File: config.mk
export PLATFORM = sky130hd
export DESIGN_NAME = audio_mux_mc
export DESIGN_NICKNAME = d
export VERILOG_FILES = /design/src/rtl/audio_mux_mc.sv
export SDC_FILE = /design/constraint.sdc
export NUM_CORES = 1
export LEC_CHECK = 0
export CAP_MARGIN = 20
export CORE_MARGIN = 2
export CORE_UTILIZATION = 50
export DETAILED_ROUTE_END_ITERATION = 10
export GPL_TIMING_DRIVEN = 0
export PLACE_DENSITY = 0.85
export SYNTH_ARGS = -nofsm -noshare
export SYNTH_HDL_FRONTEND = slang
export SYNTH_SLANG_ARGS = --single-unit
File: constraint.sdc
create_clock -name clk -period 4.3 [get_ports clk]
set_input_delay 0.86 -clock clk [delete_from_list [all_inputs] [get_ports clk]]
set_output_delay 0.86 -clock clk [all_outputs]
set_load 0.02 [all_outputs]
File: src/rtl/audio_mux_mc.sv
// ---------------------------------------------------------------------------
// audio_mux_mc
//   Multi-channel audio read mux with a trigger generator for the synth.
//   The host (HPS/JACK reader) reads NUM_CH sound FIFO outputs through a
//   32-bit Avalon-MM-style slave. The synth trigger comes either from the
//   synchronised I2S lrck (buffersize 0) or from a FILL burst of exactly
//   `buffersize` triggers after each JACK read cycle.
//
//   Optional feature macro: AUDIO_MUX_IRQ_EN adds the irq output. irq is set
//   on DONE entry or on an overrun, and cleared by writing 1 to STATUS bit2.
//
// Ports:
//   clk, reset      system clock, asynchronous active-high reset
//   address[3:0]    register word address
//   read, write     slave strobes
//   datain[31:0]    write data
//   dataout[31:0]   registered read data (1-cycle latency, holds when idle)
//   sound_fifo      NUM_CH samples, channel c at [c*AUD_BIT_DEPTH +: AUD_BIT_DEPTH]
//   ch_read         per-channel FIFO pop (combinational)
//   xxxx_top        synth voice-loop top strobe
//   lrck            asynchronous I2S word clock
//   run             synth busy, blocks triggers
//   trig            sample trigger to the synth
//   i2s_enable      high while the active buffersize is 0
//   sample_ready    high when not filling
//   irq             interrupt (AUDIO_MUX_IRQ_EN only)
//
// Register map: 0..NUM_CH-1 samples, 8 CTRL, 9 BUFSIZE, 10 STATUS, 11 COUNT.
// ---------------------------------------------------------------------------
module audio_mux_mc #(
   parameter int NUM_CH        = 2,
   parameter int AUD_BIT_DEPTH = 24,
   parameter int FIFO_WIDTH    = 6,
   parameter int SYNC_STAGES   = 2
) (
   input  logic                              clk,
   input  logic                              reset,
   input  logic [3:0]                        address,
   input  logic                              read,
   input  logic                              write,
   input  logic [31:0]                       datain,
   input  logic [NUM_CH*AUD_BIT_DEPTH-1:0]   sound_fifo,
   input  logic                              xxxx_top,
   input  logic                              lrck,
   input  logic                              run,
   output logic [31:0]                       dataout,
   output logic [NUM_CH-1:0]                 ch_read,
   output logic                              trig,
   output logic                              i2s_enable,
   output logic                              sample_ready
`ifdef AUDIO_MUX_IRQ_EN
   ,output logic                             irq
`endif
);

   localparam int BW = FIFO_WIDTH + 1;

   localparam logic [3:0] ADDR_CTRL    = 4'd8;
   localparam logic [3:0] ADDR_BUFSIZE = 4'd9;
   localparam logic [3:0] ADDR_STATUS  = 4'd10;
   localparam logic [3:0] ADDR_COUNT   = 4'd11;

   typedef enum logic [1:0] {
      ST_IDLE = 2'd0,
      ST_FILL = 2'd1,
      ST_DONE = 2'd2
   } state_t;

   state_t              state_q, state_d;
   logic [BW-1:0]       counter_q, counter_d;
   logic [BW-1:0]       act_bs_q, act_bs_d;
   logic [BW-1:0]       pend_bs_q, pend_bs_d;
   logic                jack_act_q, jack_act_d;
   logic                act_dly_q, act_dly_d;
   logic                run_trig_q, run_trig_d;
   logic                overrun_q, overrun_d;
   logic                underrun_q, underrun_d;
   logic [15:0]         cycle_count_q, cycle_count_d;
   logic [SYNC_STAGES-1:0] lrck_sync_q, lrck_sync_d;
   logic [31:0]         dataout_q, dataout_d;

   logic                wr_ctrl, wr_bufsize, wr_status;
   logic                soft_restart, cyc_end;
   logic                overrun_set, underrun_set;
   logic [BW-1:0]       counter_inc;
   logic [BW-1:0]       wr_bs_val;
   logic                irq_bit;
   logic [31:0]         ch_word [NUM_CH];
   logic                unused_ok;

   // Only the low bits of datain carry register fields.
   assign unused_ok = &{1'b0, datain};

   assign wr_ctrl      = write && (address == ADDR_CTRL);
   assign wr_bufsize   = write && (address == ADDR_BUFSIZE);
   assign wr_status    = write && (address == ADDR_STATUS);
   assign soft_restart = wr_ctrl && datain[1];
   assign wr_bs_val    = datain[BW-1:0];
   assign counter_inc  = counter_q + BW'(1);

   // End of a JACK read cycle: registered falling edge of jack_read_act.
   assign cyc_end = act_dly_q && !jack_act_q;

   // Per-channel sample words, left-justified with zero padding below.
   genvar gi;
   generate
      for (gi = 0; gi < NUM_CH; gi++) begin : g_ch
         assign ch_read[gi] = read && (address == 4'(gi));
         assign ch_word[gi] = 32'(sound_fifo[gi*AUD_BIT_DEPTH +: AUD_BIT_DEPTH])
                              << (32 - AUD_BIT_DEPTH);
      end
   endgenerate

   // A host pop while the buffer being filled is still empty.
   assign underrun_set = (|ch_read) && (state_q == ST_FILL) && (counter_q == '0);

   // ------------------------------------------------------------------
   // FSM next state, counters and buffersize shadowing
   // ------------------------------------------------------------------
   always_comb begin
      state_d       = state_q;
      counter_d     = counter_q;
      act_bs_d      = act_bs_q;
      cycle_count_d = cycle_count_q;
      run_trig_d    = 1'b0;
      overrun_set   = 1'b0;
      pend_bs_d     = wr_bufsize ? wr_bs_val : pend_bs_q;
      jack_act_d    = wr_ctrl ? datain[0] : jack_act_q;
      act_dly_d     = jack_act_q;
      lrck_sync_d   = {lrck_sync_q[SYNC_STAGES-2:0], lrck};

      case (state_q)
         ST_IDLE: begin
            if (cyc_end && (pend_bs_q != '0)) begin
               state_d       = ST_FILL;
               act_bs_d      = pend_bs_q;
               counter_d     = '0;
               cycle_count_d = cycle_count_q + 16'd1;
            end else if (wr_bufsize && ((act_bs_q == '0) || (wr_bs_val == '0))) begin
               // Mode changes to/from I2S take effect without a JACK cycle.
               act_bs_d = wr_bs_val;
            end
         end
         ST_FILL: begin
            if (cyc_end) begin
               // New JACK cycle before the burst finished: restart it.
               overrun_set   = 1'b1;
               counter_d     = '0;
               act_bs_d      = pend_bs_q;
               cycle_count_d = cycle_count_q + 16'd1;
               if (pend_bs_q == '0) begin
                  state_d = ST_IDLE;
               end
            end else begin
               if (run_trig_q) begin
                  counter_d = counter_inc;
                  if (counter_inc == act_bs_q) begin
                     state_d = ST_DONE;
                  end
               end
               // Suppress a strobe that coincides with the final count.
               if (xxxx_top && !run && !(run_trig_q && (counter_inc == act_bs_q))) begin
                  run_trig_d = 1'b1;
               end
            end
         end
         ST_DONE: begin
            state_d  = ST_IDLE;
            act_bs_d = pend_bs_q;
         end
         default: begin
            state_d = ST_IDLE;
         end
      endcase

      if (soft_restart) begin
         state_d       = ST_IDLE;
         counter_d     = '0;
         run_trig_d    = 1'b0;
         overrun_set   = 1'b0;
         act_bs_d      = act_bs_q;
         cycle_count_d = cycle_count_q;
      end
   end

   // Sticky status flags: a set event beats a simultaneous clear.
   always_comb begin
      overrun_d  = (overrun_q  && !(wr_status && datain[0])) || overrun_set;
      underrun_d = (underrun_q && !(wr_status && datain[1])) || underrun_set;
   end

`ifdef AUDIO_MUX_IRQ_EN
   logic irq_q, irq_d;
   logic done_entry;

   assign done_entry = (state_q == ST_FILL) && (state_d == ST_DONE);

   always_comb begin
      irq_d = (irq_q && !(wr_status && datain[2])) || done_entry || overrun_set;
   end

   always_ff @(posedge clk or posedge reset) begin
      if (reset) begin
         irq_q <= 1'b0;
      end else begin
         irq_q <= irq_d;
      end
   end

   assign irq     = irq_q;
   assign irq_bit = irq_q;
`else
   assign irq_bit = 1'b0;
`endif

   // ------------------------------------------------------------------
   // Read data mux (registered, holds while read is low)
   // ------------------------------------------------------------------
   always_comb begin
      dataout_d = dataout_q;
      if (read) begin
         dataout_d = 32'd0;
         for (int c = 0; c < NUM_CH; c++) begin
            if (address == 4'(c)) begin
               dataout_d = ch_word[c];
            end
         end
         case (address)
            ADDR_CTRL:    dataout_d = {31'd0, jack_act_q};
            ADDR_BUFSIZE: dataout_d = 32'(pend_bs_q);
            ADDR_STATUS:  dataout_d = {cycle_count_q, 6'd0, state_q, 5'd0,
                                       irq_bit, underrun_q, overrun_q};
            ADDR_COUNT:   dataout_d = 32'(counter_q);
            default:      ;
         endcase
      end
   end

   always_ff @(posedge clk or posedge reset) begin
      if (reset) begin
         state_q       <= ST_IDLE;
         counter_q     <= '0;
         act_bs_q      <= '0;
         pend_bs_q     <= '0;
         jack_act_q    <= 1'b0;
         act_dly_q     <= 1'b0;
         run_trig_q    <= 1'b0;
         overrun_q     <= 1'b0;
         underrun_q    <= 1'b0;
         cycle_count_q <= 16'd0;
         lrck_sync_q   <= '0;
         dataout_q     <= 32'd0;
      end else begin
         state_q       <= state_d;
         counter_q     <= counter_d;
         act_bs_q      <= act_bs_d;
         pend_bs_q     <= pend_bs_d;
         jack_act_q    <= jack_act_d;
         act_dly_q     <= act_dly_d;
         run_trig_q    <= run_trig_d;
         overrun_q     <= overrun_d;
         underrun_q    <= underrun_d;
         cycle_count_q <= cycle_count_d;
         lrck_sync_q   <= lrck_sync_d;
         dataout_q     <= dataout_d;
      end
   end

   // trig is built only from flops so an asynchronous reset clears it at once.
   assign trig         = (act_bs_q == '0) ? lrck_sync_q[SYNC_STAGES-1] : run_trig_q;
   assign i2s_enable   = (act_bs_q == '0);
   assign sample_ready = (state_q != ST_FILL);
   assign dataout      = dataout_q;

endmodule

### Word level (Yosys, flattened, before mapping)

Cells that the tools add are included.

| word-level totals | value |
|---|---|
| bits in registers | 78 |
| input bits | 91 |
| output and inout port bits | 37 |
| logic and storage cells | 102 |

| cells by class | value |
|---|---|
| add/sub/neg operators | 2 |
| equal/unequal tests | 16 |
| multiplexer cells | 30 |
| bitwise logic cells | 1 |
| reduce and logical (&&, ||, !) cells | 41 |

Operators with widths:

| kind | count |
|---|---|
| 32-bit case mux with 4 select lines | 1 |
| 32-bit 2-to-1 mux | 2 |
| 7-bit 2-to-1 mux | 7 |
| 16-bit 2-to-1 mux | 2 |
| 16-bit case mux with 2 select lines | 1 |
| 7-bit logical NOT | 4 |
| 7-bit case mux with 3 select lines | 1 |
| 1-bit logical AND | 18 |
| 16-bit by 1-bit adder with 16-bit output, second input constant | 1 |
| 4-bit == test, second input constant | 4 |
| 7-bit case mux with 2 select lines | 1 |
| 2-bit 2-to-1 mux | 6 |
| 4-bit AND reduction | 3 |
| 1-bit 2-to-1 mux | 8 |
| 4-bit by 3-bit != test with 1-bit output, second input constant | 2 |
| 7-bit by 1-bit adder with 7-bit output, second input constant | 1 |
| 7-bit == test | 1 |
| 7-bit nonzero test | 1 |
| 3-bit != test, second input constant | 2 |
| 3-bit nonzero test | 2 |
| 1-bit logical NOT | 5 |
| 4-bit by 1-bit == test with 1-bit output, second input constant | 1 |
| 4-bit logical NOT | 1 |
| 2-bit != test, second input constant | 2 |
| other kinds (11) | 13 |

### Logic depth before layout (Yosys ltp)

Gate-level depths: netlist of run 1.

| logic depth | value |
|---|---|
| word-level depth | 9 |
| gate-level depth with buffers | 7 |
| depth with buffers taken out | 7 |

### Worst setup path before layout of run 1

OpenSTA, ideal clock, no wires.

| path | value |
|---|---|
| path kind | input-to-output |
| start point | input port address[3] |
| end point | output port ch_read[0] |
| arrival | 2.058 ns |
| required time | 3.440 ns |
| slack | 1.382 ns |
| stages on the path | 4 |
| path buffers | 1 |
| path through | nor3_1 > clkbuf_1 > nand2_1 > nor2_1 |

| between the ends | value |
|---|---|
| cells in the longest elaborated chain, start to end | 2 |

RTL lines:

| what | line | source |
|---|---|---|
| start, declared | 38 | `input logic [3:0] address,` |
| 4-bit logical NOT | 108 | `assign ch_read[gi] = read && (address == 4'(gi));` |
| 1-bit logical AND | 108 |  |
| end, declared | 47 | `output logic [NUM_CH-1:0] ch_read,` |

Every way passes these cells.

### Worst setup path in the final report of run 1

| path | value |
|---|---|
| start point | input port address[1] |
| end point | output port ch_read[0] |

The elaborated chain is that of the path after synthesis.

==> results.cfg, run 1 <==
[timing]
period_share_pct = 94.5
setup_viol = 0
fin_skew_ns = 0.00843
worstMarginPinSlew_ns = 0.761
rsz0062_at_grt = false
finalHoldViolCount = 0
worst_slack_ns = 0.237
period_needed_ns = 4.06
timing.slew.headroom_pct = 48.8
max_freq_mhz = 246
drv_slew = 0

[critical_path]
crit_type = input pin to primary output
cp-end-kind = primary output
crit_arrival_ns = 3.20
crit_path_start_kind = input pin
crit_fanout = 10
worstPathRequired_ns = 3.44

[final_layout]
antenna_cells = 0
layout_commonest_cell = clkdlybuf4s50_1
final_cell_mix = clkdlybuf4s50_1 (100), dfrtp_1 (77), mux2_2 (48)
drive_above_1_share_pct = 16.2
finalNetCount = 609
layout.cells.non_filler = 622
area_delta_synth_final_pct = 33.3
nFillCells = 625

[drt]
vias = 3623
vias_per_cell = 5.82
drc = 0
wl_per_cell_microns = 17.4
wirelength_mm = 10.8
drt_iter0_drc = 215
drtAntennaViolNets = 0
dr.pass1.iters = 5

[worst_hold_path]
hp-class = register to register

[clocking]
path_clk_slew_ns = 0.07
clock_sinks = 77
ctsHtreeMaxLevel = 3
cts_root_buf = clkbuf_8
cts_max_path_buffers = 2
worstSkewPairLatency_ns = 0.35
cts_made_buffers = 9
cts_tree = yes

[job]
drv_cap = 0

[floorplanning]
io-pin-count = 128
dieArea_sq_um = 9150
die_h_microns = 95.7
num_rows = 33
initial_utilization_pct = 51.4
core_sq_um = 8180
dieWidth_microns = 95.7

[synthesis]
synth_top_area_share_pct = 45.9
synth_top_cell_by_area = dfrtp_1
synth_nets = 497
synth.distinct_cells = 54
synthFlopType = dfrtp_1
ys_top_cells_by_area = dfrtp_1 (46%), mux2_2 (13%), o21ai_0 (4.4%)
synth_area_sq_um = 4200
synth_edf_count = 0
netlist_instances = 400
synth_seq_cells = 77
yosys_warnings = 0
async_reset_ff_share_pct = 100
yosysSeqAreaShare_pct = 45.9
syn_avg_cell_area_sq_um = 10.5

[grt]
grt_max_degree = 47
overflow = 0
track_usage_pct = 24.7
grt_pass1_vias = 3569
antenna_found_initial = 0
grt_pass1_wl_mm = 17.3

[place]
dp_slack_ns = -0.163
dp_hpwl_mm = 8.20
placed_cells = 606
numPortBuffers = 100
routabilityCongestion = 0.845

[run_status]
status = complete, no violations

[pwr]
cellLeakagePower_uw = 0.00229
p_per_area_nw_per_um2 = 388
ir_drop_uv = 228
power_uw = 2170
synth_stat cells (all sizes together) (4+ instances only):
cell    count
xor2        5
nand2      19
xnor2      19
dfrtp      77
nand3      19
and3        9
mux2i       6
o22ai       6
clkbuf     15
nor4        4
mux2       48
inv        40
nand4       7
a32oi      18
buf         5
nor2        9
nor2b       4
o21ai      37
nand2b      5
nor3        6
ha          6
worst max-delay path, stage by stage:
cell and delay, ns:
clkdlybuf4s50_1 0.59, nor3_4 0.41, clkbuf_1 0.43, nand2_1 0.17, nor2_1 0.13, clkdlybuf4s50_1 0.61
metrics by stage:
step	cell area, sq um	hold slack, ns	utilization, %	TNS (ns)
2_1_floorplan	4200	0.331	-	0
3_3_place_gp	5330	0.332	65.2	-0.203
3_5_place_dp	5360	0.336	65.6	-0.254
4_1_cts	5590	0.352	68.4	0
5_1_grt	5600	0.360	68.5	0
6_report	5600	0.350	68.5	0
path summary, 6_finish.rpt:
path                                     startpoint                             to  slack, ns  cells after the start
setup reg to reg             state_q[0]$_DFFE_PP0P_  cycle_count_q[15]$_DFFE_PP0P_       2.04                      6
hold reg to reg            lrck_sync_q[0]$_DFF_PP0_       lrck_sync_q[1]$_DFF_PP0_       0.35                      0
hold / removal             lrck_sync_q[0]$_DFF_PP0_       lrck_sync_q[1]$_DFF_PP0_       0.35                      0
setup / recovery                         address[1]                     ch_read[0]       0.24                      6
min in group asynchronous                     reset       counter_q[2]$_DFFE_PP0P_       0.86                      2
max in group asynchronous                     reset  cycle_count_q[10]$_DFFE_PP0P_       2.89                      3
power by group:
group          total, uW  switching (uW)  leakage (uW)  internal (uW)
Combinational        623             296       0.00116            327
Sequential           939             111       0.00102            828
Clock                608             267      0.000112            341
flip-flops by register name, summed over array words and instances (netlist names), 2 cells and up:
signal / count
act_bs_q: 7
counter_q: 7
cycle_count_q: 16
dataout: 31
lrck_sync_q: 2
pend_bs_q: 7
state_q: 2
cell families (layout without fill, tap and decap cells):
group	after synthesis	after routing	share of synthesized area, %
AO/OA/AOI/OAI	81	81	13.7
XOR/XNOR	24	24	5.00
flip-flops	77	77	45.9
buffers and inverters	60	177	5.87
AND/OR/NAND/NOR	96	96	12.9
multiplexers	55	55	14.8
adder cells (fa/ha/maj)	6	6	1.79
other	1	1	0.0893
metal layers:
layer / wire, microns / global-route usage (%) / part of all wire (%) / vias to the layer above
met4: 334 / 11.0 / 3.1 / 0
met2: 5210 / 39.8 / 48 / 163
li1: - / - / - / 1656
met3: 737 / 4.35 / 6.8 / 30
met1: 4550 / 32.8 / 42 / 1774
met5: 0 / 0 / 0 / -
area by class of cell:
type	count	area (sq um)	area share (%)
Tap cell	105	131	2.35
Sequential cell	77	1930	34.4
Clock buffer	10	138	2.46
Multi-Input combinational cell	263	2040	36.4
Timing Repair Buffer	101	1030	18.4
Buffer	20	96.3	1.72
Clock inverter	6	86.3	1.54
Inverter	40	153	2.73
what timing repair did:
action,4_1_cts,5_1_grt
gates resized for setup,1,1
gates cloned,0,0
buffers inserted,0,0
pin swaps,0,0
hold buffers,0,0
endpoints found under the setup margin,2,1
Note: power is estimated with default switching activity, not from simulation.
==> run 2: changes to the inputs <==
- DONT_BUFFER_PORTS: unset -> 1
- PLACE_DENSITY: 0.85 -> unset
==> run 2 against run 1 <==
Effect of this change:
- global-route usage shrank 3.0 points
- final cell count down 16%
- count of clock-buffer cells in the layout increased by 1
- clock power rose by 15%
- worst hold slack worse by 0.0035 ns
- first-iteration DRC count fell by 28%
- die area is the same
- wire length shrank 8.0%
- largest cell class unchanged
- largest power group unchanged
==> results.cfg, run 2 (synthesis results as in run 1) <==
[timing]
max_freq_mhz = 282
setup_viol = 0
worstMarginPinSlew_ns = 1.08
timing.slew.headroom_pct = 27.5
drv_slew = 0
finalHoldViolCount = 0
period_needed_ns = 3.54
rsz0062_at_grt = false
period_share_pct = 82.4
worst_slack_ns = 0.759
fin_skew_ns = 0.0120
tns_ns = 0

[clocking]
path_clk_slew_ns = 0.09
cts_setup_buffers = 0
cts_max_path_buffers = 2
clock_sinks = 77
ctsHoldBuffers = 0
ctsHtreeMaxLevel = 3
cts_made_buffers = 9
worstSkewPairLatency_ns = 0.35
cts_tree = yes
ctsResizeCount = 0
cts_root_buf = clkbuf_8

[pwr]
ir_drop_uv = 248
swShare_pct = 30.8
power_switching_uw = 664
cellLeakagePower_uw = 0.00193
seq_power_share_pct = 44.8
pwr-share-comb_pct = 22.8
intPower_uw = 1490
power_uw = 2150
p_per_area_nw_per_um2 = 466
p_clk_share_pct = 32.5

[critical_path]
crit_fanout = 10
crit_path_start_kind = input pin
crit_type = input pin to primary output
worstReg2RegStart = state_q[1]$_DFFE_PP0P_
worstPathRequired_ns = 3.44
cp-end-kind = primary output
r2r_end = cycle_count_q[6]$_DFFE_PP0P_
r2r_cells = 7
crit_arrival_ns = 2.68
reg2reg_slack_ns = 2.04

[drt]
drtAntennaViolNets = 0
vias = 3063
drt_iter0_drc = 154
wl_per_cell_microns = 19.1
wirelength_mm = 9.97
drc = 0
dr.pass1.iters = 4
vias_per_cell = 5.87

[final_layout]
finalNetCount = 509
area_delta_synth_final_pct = 9.98
layout.cells.non_filler = 522
drive_above_1_share_pct = 19.9
largest_reg_flops = 31
final_cell_mix = dfrtp_1 (77), mux2_2 (48), inv_1 (39)
stdcell_area_sq_um = 4620
layout_commonest_cell = dfrtp_1
antenna_cells = 0

[floorplanning]
initial_utilization_pct = 51.4
io-pin-count = 128
die_h_microns = 95.7
dieWidth_microns = 95.7
num_rows = 33
dieArea_sq_um = 9150
core_sq_um = 8180

[grt]
met2_usage_pct = 30.3
top_usage_layer = met1
overflow = 0
grt_pass1_vias = 2843
grtUsageMet3_pct = 5.61
grt_pass1_wl_mm = 14.8
grt_max_degree = 52
grt_use_met1_pct = 33.0
antenna_found_initial = 0
track_usage_pct = 21.8

[place]
dp_hpwl_mm = 7.39
placed_cells = 506
numPortBuffers = 0
dp_slack_ns = 0.793
routabilityCongestion = 0.854
placed_area_sq_um = 4360

[run_status]
status = complete, no violations

[job]
drv_cap = 0

[worst_hold_path]
hp-class = input pin to async pin
-- run 2: changes by cell type in the layout (fill, tap and decap cells not counted), sizes merged --
cell           previous run  this run
clkbuf                   25        26
clkinv                    3         1
bufinv                    2         3
clkdlybuf4s50           100         0
-- run 2: how the worst max path moves through the flow --
| stage | from | to | slack, ns | cells after the start |
|---|---|---|---|---|
| after floorplan | address[3] | ch_read[0] | 1.38 | 4 |
| after global placement | reset | dataout[19]$_DFFE_PP0P_ | 0.53 | 1 |
| after detailed placement | address[3] | ch_read[0] | 0.79 | 4 |
| after CTS | address[3] | ch_read[0] | 0.79 | 4 |
| after global routing | address[3] | ch_read[0] | 0.70 | 4 |
| final | address[3] | ch_read[0] | 0.76 | 4 |
-- run 2: area by class of cell --
type / instances / area (sq um)
multi-input cells: 263 / 2030
inverters: 40 / 153
plain buffers: 20 / 96.3
clock inverters: 5 / 106
clock buffers: 11 / 151
fillers: 752 / 3560
repair buffers: 1 / 27.5
flip-flops and latches: 77 / 1930
well taps: 105 / 131
-- run 2: worst max-delay path, cell delays in order --
cell and delay [ns]:
nor3_1 0.85, clkbuf_1 0.46, nand2_1 0.15, nor2_1 0.36
-- run 2: power groups by stage --
stage	clock (uW)	sequential, uW	combinational (uW)
after floorplan	0	930	409
after global placement	0	971	479
after detailed placement	0	975	490
after CTS	706	960	492
after global routing	739	974	542
final	699	963	490
-- run 2: per-layer routing --
layer	part of all wire, %	routed length [microns]
met2	43	4260
met5	0	0
met1	48	4820
met4	1.1	112
met3	7.9	783
-- run 2: per-stage QoR --
stage / util [%] / hold slack (ns)
final: 56.5 / 0.347
after global routing: 56.5 / 0.374
after CTS: 56.5 / 0.355
after detailed placement: 53.4 / 0.336
after global placement: 53.0 / 0.333
after floorplan: - / 0.331
